## config.mk

```make
export PLATFORM = sky130hd
export DESIGN_NAME = piece_randomizer
export DESIGN_NICKNAME = d
export VERILOG_FILES = /design/src/rtl/tetris_pkg.sv /design/src/rtl/lfsr_galois.sv /design/src/rtl/piece_randomizer.sv
export SDC_FILE = /design/constraint.sdc
export NUM_CORES = 1
export LEC_CHECK = 0
export CELL_PAD_IN_SITES_DETAIL_PLACEMENT = 0
export CELL_PAD_IN_SITES_GLOBAL_PLACEMENT = 1
export CORE_ASPECT_RATIO = 1.75
export CORE_MARGIN = 2
export CORE_UTILIZATION = 40
export CTS_BUF_LIST = sky130_fd_sc_hd__clkbuf_2 sky130_fd_sc_hd__clkbuf_4 sky130_fd_sc_hd__clkbuf_8
export CTS_CLUSTER_SIZE = 24
export DETAILED_ROUTE_END_ITERATION = 8
export PLACE_DENSITY_LB_ADDON = 0.1
export SYNTH_ARGS = -nofsm -noshare
export SYNTH_HDL_FRONTEND = slang
export SYNTH_SLANG_ARGS = --single-unit
```

## constraint.sdc

```tcl
create_clock -name clk -period 3 [get_ports clk]
set_input_delay 0.6 -clock clk [delete_from_list [all_inputs] [get_ports clk]]
set_output_delay 0.6 -clock clk [all_outputs]
set_load 0.01 [all_outputs]
```

## src/rtl/tetris_pkg.sv

```systemverilog
// rtl/tetris_pkg.sv - shared piece codes, LFSR tap masks and bag helper
// Purpose : constants and helper functions shared by the piece randomizer.
// Ports   : none (package).
package tetris_pkg;

   localparam int NUM_PIECES = 7;

   localparam logic [2:0] PIECE_I = 3'd0;
   localparam logic [2:0] PIECE_O = 3'd1;
   localparam logic [2:0] PIECE_T = 3'd2;
   localparam logic [2:0] PIECE_S = 3'd3;
   localparam logic [2:0] PIECE_Z = 3'd4;
   localparam logic [2:0] PIECE_J = 3'd5;
   localparam logic [2:0] PIECE_L = 3'd6;

   // Maximal-length masks for a right-shifting Galois LFSR.
   function automatic logic [31:0] lfsr_taps(input int width);
      case (width)
         8:       lfsr_taps = 32'h0000_00B8;
         32:      lfsr_taps = 32'h8020_0003;
         default: lfsr_taps = 32'h0000_B400;
      endcase
   endfunction

   // Lowest-numbered piece whose bag bit is clear; 0 if the bag is full.
   function automatic logic [2:0] lowest_unused(input logic [6:0] bag);
      lowest_unused = 3'd0;
      for (int i = NUM_PIECES - 1; i >= 0; i--) begin
         if (!bag[i]) lowest_unused = i[2:0];
      end
   endfunction

endpackage

```

## src/rtl/lfsr_galois.sv

```systemverilog
// rtl/lfsr_galois.sv - Galois LFSR with synchronous load and clock enable
// Purpose : pseudo-random source; shifts right each enabled cycle.
// Ports   : clk      - clock
//           reset    - asynchronous active-high reset (state <- SEED)
//           ce       - clock enable; state holds when low
//           load     - load load_val (zero is replaced by 1)
//           load_val - runtime seed
//           state    - current LFSR state
module lfsr_galois #(
   parameter int               WIDTH = 16,
   parameter logic [WIDTH-1:0] SEED  = 1,
   parameter logic [WIDTH-1:0] TAPS  = 16'hB400
) (
   input  logic             clk,
   input  logic             reset,
   input  logic             ce,
   input  logic             load,
   input  logic [WIDTH-1:0] load_val,
   output logic [WIDTH-1:0] state
);

   // The all-zero state is a lock-up point, so it is never loaded.
   localparam logic [WIDTH-1:0] ONE     = {{(WIDTH-1){1'b0}}, 1'b1};
   localparam logic [WIDTH-1:0] SEED_NZ = (SEED == '0) ? ONE : SEED;

   logic [WIDTH-1:0] r_state;

   always_ff @(posedge clk or posedge reset) begin
      if (reset) begin
         r_state <= SEED_NZ;
      end else if (ce) begin
         if (load)
            r_state <= (load_val == '0) ? ONE : load_val;
         else
            r_state <= {1'b0, r_state[WIDTH-1:1]} ^ (r_state[0] ? TAPS : '0);
      end
   end

   assign state = r_state;

endmodule

```

## src/rtl/piece_randomizer.sv

```systemverilog
// rtl/piece_randomizer.sv - piece generator with preview queue and 7-bag
// Purpose : draws piece codes 0..6 from an LFSR into a head+preview queue.
// Ports   : clk, reset (async, active-high), ce (clock enable)
//           block_new     - consume head piece (held pending if queue empty)
//           seed_load     - load seed_in into LFSR, flush queue/bag/retry
//           seed_in       - runtime seed
//           piece_out     - head piece, piece_valid - head occupied
//           preview       - next pieces, entry k at [3k+2:3k]
//           preview_count - number of valid preview entries
module piece_randomizer
   import tetris_pkg::*;
#(
   parameter int          LFSR_W      = 16,
   parameter logic [31:0] SEED        = 32'h0001,
   parameter int          QUEUE_DEPTH = 3,
   parameter int          BAG_MODE    = 1,
   parameter int          MAX_RETRY   = 15
) (
   input  logic                       clk,
   input  logic                       reset,
   input  logic                       ce,
   input  logic                       block_new,
   input  logic                       seed_load,
   input  logic [LFSR_W-1:0]          seed_in,
   output logic [2:0]                 piece_out,
   output logic                       piece_valid,
   output logic [3*QUEUE_DEPTH-1:0]   preview,
   output logic [2:0]                 preview_count
);

   localparam int                SLOTS    = QUEUE_DEPTH + 1;
   localparam logic [31:0]       TAPS32   = lfsr_taps(LFSR_W);
   localparam logic [LFSR_W-1:0] TAPS     = TAPS32[LFSR_W-1:0];
   localparam logic [LFSR_W-1:0] SEED_W   = SEED[LFSR_W-1:0];
   localparam logic [7:0]        RETRY_MX = MAX_RETRY[7:0];
   localparam logic [2:0]        SLOTS_B  = SLOTS[2:0];

   logic [LFSR_W-1:0] w_lfsr;
   logic              w_unused_lfsr;

   logic [2:0] r_slot [SLOTS];
   logic [2:0] r_occ;
   logic [6:0] r_bag;
   logic [7:0] r_retry;
   logic       r_pending;

   logic [2:0] w_slot_nxt [SLOTS];
   logic [2:0] w_occ_nxt;
   logic [2:0] w_occ_after;
   logic [6:0] w_bag_nxt;
   logic [6:0] w_eff_bag;
   logic [7:0] w_bag8;
   logic [7:0] w_retry_nxt;
   logic       w_pending_nxt;
   logic [2:0] w_cand;
   logic [2:0] w_fb_piece;
   logic [2:0] w_piece;
   logic       w_valid;
   logic       w_full;
   logic       w_pop;
   logic       w_draw;
   logic       w_fallback;
   logic       w_cand_ok;
   logic       w_accept;

   lfsr_galois #(
      .WIDTH (LFSR_W),
      .SEED  (SEED_W),
      .TAPS  (TAPS)
   ) u_lfsr (
      .clk      (clk),
      .reset    (reset),
      .ce       (ce),
      .load     (seed_load),
      .load_val (seed_in),
      .state    (w_lfsr)
   );

   // Only the low three bits feed the draw.
   assign w_unused_lfsr = ^w_lfsr;

   always_comb begin
      w_valid    = (r_occ != 3'd0);
      w_full     = (r_occ == SLOTS_B);
      w_pop      = (block_new | r_pending) & w_valid;
      w_draw     = !w_full;
      w_cand     = w_lfsr[2:0];
      // A full bag is treated as already cleared so this edge can draw.
      w_eff_bag  = (r_bag == 7'h7F) ? 7'h00 : r_bag;
      // Bit 7 stands in for the never-valid code 7.
      w_bag8     = (BAG_MODE != 0) ? {1'b1, w_eff_bag} : 8'h80;
      w_cand_ok  = !w_bag8[w_cand];
      w_fallback = (r_retry == RETRY_MX);
      if (BAG_MODE != 0)
         w_fb_piece = lowest_unused(w_eff_bag);
      else
         w_fb_piece = (w_cand == 3'd7) ? 3'd0 : w_cand;
      w_piece    = w_fallback ? w_fb_piece : w_cand;
      w_accept   = w_draw & (w_fallback | w_cand_ok);

      // Shift on pop, then drop the accepted piece into the lowest free slot.
      w_occ_after = r_occ - {2'b00, w_pop};
      for (int i = 0; i < SLOTS - 1; i++) begin
         w_slot_nxt[i] = w_pop ? r_slot[i+1] : r_slot[i];
      end
      w_slot_nxt[SLOTS-1] = w_pop ? 3'd0 : r_slot[SLOTS-1];
      for (int i = 0; i < SLOTS; i++) begin
         if (w_accept && (w_occ_after == i[2:0])) w_slot_nxt[i] = w_piece;
      end
      w_occ_nxt = w_occ_after + {2'b00, w_accept};

      if (BAG_MODE != 0)
         w_bag_nxt = w_eff_bag | (w_accept ? (7'b1 << w_piece) : 7'b0);
      else
         w_bag_nxt = 7'h00;

      if (w_accept)
         w_retry_nxt = 8'd0;
      else if (w_draw)
         w_retry_nxt = r_retry + 8'd1;
      else
         w_retry_nxt = r_retry;

      if (w_pop)
         w_pending_nxt = 1'b0;
      else if (block_new && !w_valid)
         w_pending_nxt = 1'b1;
      else
         w_pending_nxt = r_pending;
   end

   always_ff @(posedge clk or posedge reset) begin
      if (reset) begin
         for (int i = 0; i < SLOTS; i++) r_slot[i] <= 3'd0;
         r_occ     <= 3'd0;
         r_bag     <= 7'h00;
         r_retry   <= 8'd0;
         r_pending <= 1'b0;
      end else if (ce) begin
         if (seed_load) begin
            for (int i = 0; i < SLOTS; i++) r_slot[i] <= 3'd0;
            r_occ     <= 3'd0;
            r_bag     <= 7'h00;
            r_retry   <= 8'd0;
            r_pending <= 1'b0;
         end else begin
            for (int i = 0; i < SLOTS; i++) r_slot[i] <= w_slot_nxt[i];
            r_occ     <= w_occ_nxt;
            r_bag     <= w_bag_nxt;
            r_retry   <= w_retry_nxt;
            r_pending <= w_pending_nxt;
         end
      end
   end

   assign piece_out     = r_slot[0];
   assign piece_valid   = (r_occ != 3'd0);
   assign preview_count = (r_occ == 3'd0) ? 3'd0 : (r_occ - 3'd1);

   always_comb begin
      preview = '0;
      for (int k = 0; k < QUEUE_DEPTH; k++) begin
         preview[3*k +: 3] = r_slot[k+1];
      end
   end

endmodule

```

Word-level counts from Yosys, hierarchy flattened

Index checks and enable logic that the tools add are counted.

Add/subtract/negate cells: 4
Magnitude comparators: 1
Eq/ne operators: 7
Shift operators: 1
Muxes and demuxes: 33
Bitwise gates (word level): 6
Reduce and logical (&&, ||, !) cells: 23

Operator list:

| operator              | count |
|---|---|
| $mux W3               | 18 |
| $mux W16              | 3 |
| $mux W8               | 3 |
| $mux W7               | 3 |
| $reduce_bool A3 Y1    | 6 |
| $logic_not A16 Y1     | 1 |
| $xor A15 B16 Y16      | 1 |
| $mux W12              | 1 |
| $reduce_and A2 Y1     | 6 |
| $add A8 B1 Y8 const B | 1 |
| $eq A8 B4 Y1 const B  | 1 |
| $eq A7 B7 Y1 const B  | 1 |
| $or A7 B7 Y7          | 1 |
| $shl A1 B3 Y7 const A | 1 |
| $eq A3 B2 Y1 const B  | 2 |
| $logic_not A3 Y1      | 2 |
| $logic_and A1 B1 Y1   | 5 |
| $lt A3 B4 Y1 const B  | 1 |
| $mux W1               | 4 |
| $add A3 B1 Y3         | 1 |
| $bmux W1 S3           | 1 |
| $eq A3 B1 Y1 const B  | 1 |
| $eq A3 B3 Y1 const B  | 1 |
| $logic_not A1 Y1      | 3 |
| other kinds (5)       | 7 |

Flip-flop bits (word level): 47
Input port bits: 21
Logic and storage cells: 84

Logic depth before layout (Yosys ltp)

Word-level depth: 14
Gate-level depth with buffers: 13
Depth with buffers taken out: 11

Hierarchy

A second synthesis with hierarchy kept.

Cells, all modules: 302
Area, all modules: 2907.8 um^2

Modules (own cells, without submodules):

| module           | instances | cells an instance | area an instance (um^2) | seq. area each (um^2) |
|---|---|---|---|---|
| piece_randomizer | 1         | 222               | 2062.0                  | 775.7 |
| lfsr_galois      | 1         | 80                | 845.8                   | 401.6 |

Worst setup path before layout

Ideal clock, no wire load.

Path type: flip-flop to flip-flop
Start point: reg r_occ[2]
End point: reg r_slot (netlist bit preview[2])
Library setup time: 0.126 ns
Arrival: 2.566 ns
Path slack: 0.308 ns
Stages on the path, launching flop included: 11
Path buffers: 0
Period minus slack after synthesis: 2.692 ns
Cells stage by stage: dfrtp_1 -> or3_1 -> o21ai_0 -> inv_1 -> ha_1 -> ha_1 -> xor2_1 -> nor2_1 -> o2111a_2 -> o21ai_1 -> a221o_1

Longest elaborated chain between the ends: 7

Ends and longest elaborated chain:

| item                                                                  | line                    | source |
|---|---|---|
| start: declaration                                                    | piece_randomizer.sv:42  | `logic [2:0] r_occ;` |
| start signal: assignment                                              | piece_randomizer.sv:148 | `r_occ <= w_occ_nxt;` |
| $reduce_bool A3 Y1 *                                                  | -                       |  |
| named net piece_valid                                                 | piece_randomizer.sv:26  | `output logic piece_valid,` |
| $and A1 B1 Y1 *                                                       | piece_randomizer.sv:85  | `w_pop = (block_new \| r_pending) & w_valid;` |
| $sub A3 B1 Y3                                                         | piece_randomizer.sv:102 | `w_occ_after = r_occ - {2'b00, w_pop};` |
| $eq A3 B1 Y1                                                          | piece_randomizer.sv:108 | `if (w_accept && (w_occ_after == i[2:0])) w_slot_nxt[i] = w_piece;` |
| $logic_and A1 B1 Y1                                                   | piece_randomizer.sv:108 |  |
| $reduce_bool A3 Y1 (no source line) / $mux W3 (equally long branches) | -                       |  |
| $reduce_and A2 Y1 (no source line) / $mux W12 (equally long branches) | -                       |  |
| end: declaration                                                      | piece_randomizer.sv:41  | `logic [2:0] r_slot [SLOTS];` |

Mark *: on every way through the listed nets, which the timed path passes. The rest lies on a longest branch.
A chain may end at the register's enable or synchronous reset.

Final worst setup path

Start point: reg r_occ[2]
End point: reg r_slot (netlist bit piece_out[1])

Longest elaborated chain between the ends: 7

Ends and longest elaborated chain:

| item                                                                  | line                    | source |
|---|---|---|
| $reduce_bool A3 Y1                                                    | piece_randomizer.sv:83  | `w_valid = (r_occ != 3'd0);` |
| $and A1 B1 Y1                                                         | piece_randomizer.sv:85  |  |
| $sub A3 B1 Y3                                                         | piece_randomizer.sv:102 |  |
| $logic_not A3 Y1                                                      | piece_randomizer.sv:108 |  |
| $logic_and A1 B1 Y1                                                   | piece_randomizer.sv:108 |  |
| $reduce_bool A3 Y1 (no source line) / $mux W3 (equally long branches) | -                       |  |
| $reduce_and A2 Y1 (no source line) / $mux W12 (equally long branches) | -                       |  |

Several ways; a longest one is shown, not always the timed one.

==> flow_metrics.env <==
export IMPL_synth_edff_count=0
export IMPL_critical_path_buf_inv_count=2
export IMPL_final_common_cell="dfrtp_1"
export IMPL_fmax_mhz=380
export IMPL_fillers=660
export IMPL_initial_utilization_pct=40.5
export IMPL_path_max_fanout=6
export IMPL_finalSetupViolations=0
export IMPL_htreeDepth=2
export IMPL_port_buffers=36
export IMPL_dieWidth_um=65.0
export IMPL_core_mm2=0.00644
export IMPL_grt_ovfl_total=0
export IMPL_post_cts_buffers=0
export IMPL_p_per_area_mw_per_mm2=769
export IMPL_drt_wl_total_um=6520
export IMPL_avgViaCountPerCell=5.68
export IMPL_grt_pass1_vias=2208
export IMPL_synthesis_area_mm2=0.00261
export IMPL_cts_tree="yes"
export IMPL_crit_slowest_cell="or3_1"
export IMPL_maxCapViolations=0
export IMPL_clkLatencyLatePin_ns=0.31
export IMPL_synthToLayoutAreaGrowth_pct=24.6
export IMPL_ctsLongestPathBuffers=2
export IMPL_antenna_found_initial=0
export IMPL_rsz0062_at_grt="false"
export IMPL_cts_sinks=47
export IMPL_vias=2261
export IMPL_arrival_ns=2.83
export IMPL_synthArstFlopShare_pct=100
export IMPL_fin_crit_sh_pct=87.7
export IMPL_period_minus_slack_ns=2.63
export IMPL_startpoint_type="flop"
export IMPL_nNetsFinal=341
export IMPL_drt_pass1_iter_count=4
export IMPL_cp_cell_sequence="or3_1, o21ai_0, inv_1, ha_1, ha_1, xor2_1, nor2_1, buf_4, o2111a_1, o21ai_1, a221o_1"
export IMPL_ctsHoldBuffers=0
export IMPL_cp_common_cell="ha_1"
export IMPL_finalSetupTns_ns=0
export IMPL_cts_inserted_buffers=5
export IMPL_min_path_type="flop to flop"
export IMPL_synth_nets=294
export IMPL_syn_inst=268
export IMPL_final_cell_mix="46 x dfrtp_1, 36 x clkdlybuf4s50_1, 26 x nor2_1"
export IMPL_yosys_warnings=0
export IMPL_cpPeakStageDelay_ns=0.45
export IMPL_root_buffer="clkbuf_8"
export IMPL_crit_type="flop to flop"
export IMPL_grt_usage_pct=19.6
export IMPL_place_ws_ns=0.115
export IMPL_drc_errors=0
export IMPL_cp_data_required_time_ns=3.20
export IMPL_drv_slew=0
export IMPL_relSlewSlack_pct=59.2
export IMPL_tightestPinTransition_ns=0.613
export IMPL_cp_top_family="compound AO/OA/AOI/OAI gates"
export IMPL_ioPinCount=37
export IMPL_synth_cell_types=48
export IMPL_end_kind="flop"
export IMPL_cts_resized_gates=0
export IMPL_ys_dominant_reg_cell="dfrtp_1"
export IMPL_leakagePower_nw=1.44
export IMPL_fp_dieArea_mm2=0.00721
export IMPL_hold_viol=0
export IMPL_post_drt_wl_per_cell_um=16.4
export IMPL_fp_row_count=39
export IMPL_synth_seq_cells=47
export IMPL_drtIter0Drc=121
export IMPL_path_clk_slew_ns=0.09
export IMPL_avgSynthCellArea_um2=9.73
export IMPL_ys_seq_area_share_pct=45.1
export IMPL_die_height_um=111
export IMPL_grt_max_degree=48
export IMPL_post_dp_hpwl_um=4860
export IMPL_grt_pass1_wl_um=10900
export IMPL_n_antenna_cell=0
export IMPL_setup_slack_ns=0.370
export IMPL_layout_drive_gt1_share_pct=11.1
export IMPL_drtAntennaViolNets=0
export IMPL_gp_congestion=0.787
export IMPL_skew_ns=0.00501
export IMPL_status="finished, final reports clean"
export IMPL_peakVddDrop_uv=352
-- where the power goes --
group          internal (mW)  switching (mW)
registers              0.761           0.104
logic                  0.563           0.572
clock network          0.270           0.227
total                   1.59           0.903
-- cells in the mapped netlist (2+ instances only) --
cell type	instances	area, µm²
a211oi_1	2	15.0
a21oi_1	18	90.1
a221o_1	9	90.1
a22o_1	8	70.1
a32o_1	4	40.0
a32oi_1	2	17.5
and2_1	3	18.8
and3_1	12	75.1
buf_1	4	15.0
buf_4	2	15.0
clkbuf_1	5	18.8
dfrtp_1	46	1150
ha_1	5	62.6
inv_1	11	41.3
mux2_2	4	45.0
mux2i_1	13	130
nand2_1	19	71.3
nand2b_1	4	25.0
nand3_1	5	25.0
nand4_1	2	12.5
nor2_1	26	97.6
nor2b_1	4	25.0
nor3_1	3	15.0
nor4_1	5	31.3
o2111a_1	3	33.8
o2111ai_1	2	17.5
o211ai_1	2	15.0
o21ai_0	16	80.1
o21ai_1	6	30.0
xnor2_1	3	26.3
xor2_1	3	26.3
-- per-layer routing --
| layer | global-route usage [%] | part of all wire [%] |
|---|---|---|
| met1 | 22.9 | 42 |
| met2 | 35.1 | 54 |
| met3 | 3.15 | 2.5 |
| met4 | 7.08 | 1.4 |
| met5 | 0 | 0 |
-- layout make-up --
class	instances	area, µm²	share of cell area [%]
tap	82	103	3.16
clock buffer	6	82.6	2.54
multi-input combinational	198	1330	40.9
sequential	47	1180	36.2
timing repair buffer	52	480	14.8
clock inverter	2	35.0	1.08
inverter	11	41.3	1.27
-- state kept, by name (all words and copies together) (netlist names) --
| register | flops |
|---|---|
| r_bag | 7 |
| r_retry | 8 |
| u_lfsr.state | 16 |
| preview | 9 |
| r_occ | 3 |
| piece_out | 3 |
| r_pending | 1 |
-- cells by family (layout without fill, tap and decap cells) --
family	after synthesis	count (layout)	synth area share, %
simple gates	87	87	16.6
compound gates	82	82	22.4
flops	47	47	45.1
buf+inv	23	71	3.88
mux	18	18	7.58
xor+xnor	6	6	2.01
fa+ha+maj	5	5	2.40
-- per-stage QoR --
| stage | power [mW] | area, µm² | utilization (%) | hold slack [ns] | cells |
|---|---|---|---|---|---|
| floorplan | 1.51 | 2610 | - | 0.451 | 268 |
| global placement | 2.00 | 3130 | 48.6 | 0.481 | 390 |
| detailed placement | 2.02 | 3130 | 48.6 | 0.487 | 390 |
| CTS | 2.53 | 3250 | 50.4 | 0.499 | 398 |
| global route | 2.67 | 3250 | 50.4 | 0.511 | 398 |
| finish | 2.50 | 3250 | 50.4 | 0.495 | 398 |
-- final timing paths --
kind,start,endpoint,cells past startpoint,slack (ns)
worst max-delay path,r_occ[2],piece_out[1],11,0.37
worst min-delay path,r_retry[7],r_retry[7],1,0.49
worst max register to register,r_occ[2],piece_out[1],11,0.37
worst min register to register,r_retry[7],r_retry[7],1,0.49
max in group asynchronous,reset,preview[3],3,1.82
min in group asynchronous,reset,r_retry[1],3,0.75
Power figures use the tool's default switching activity.
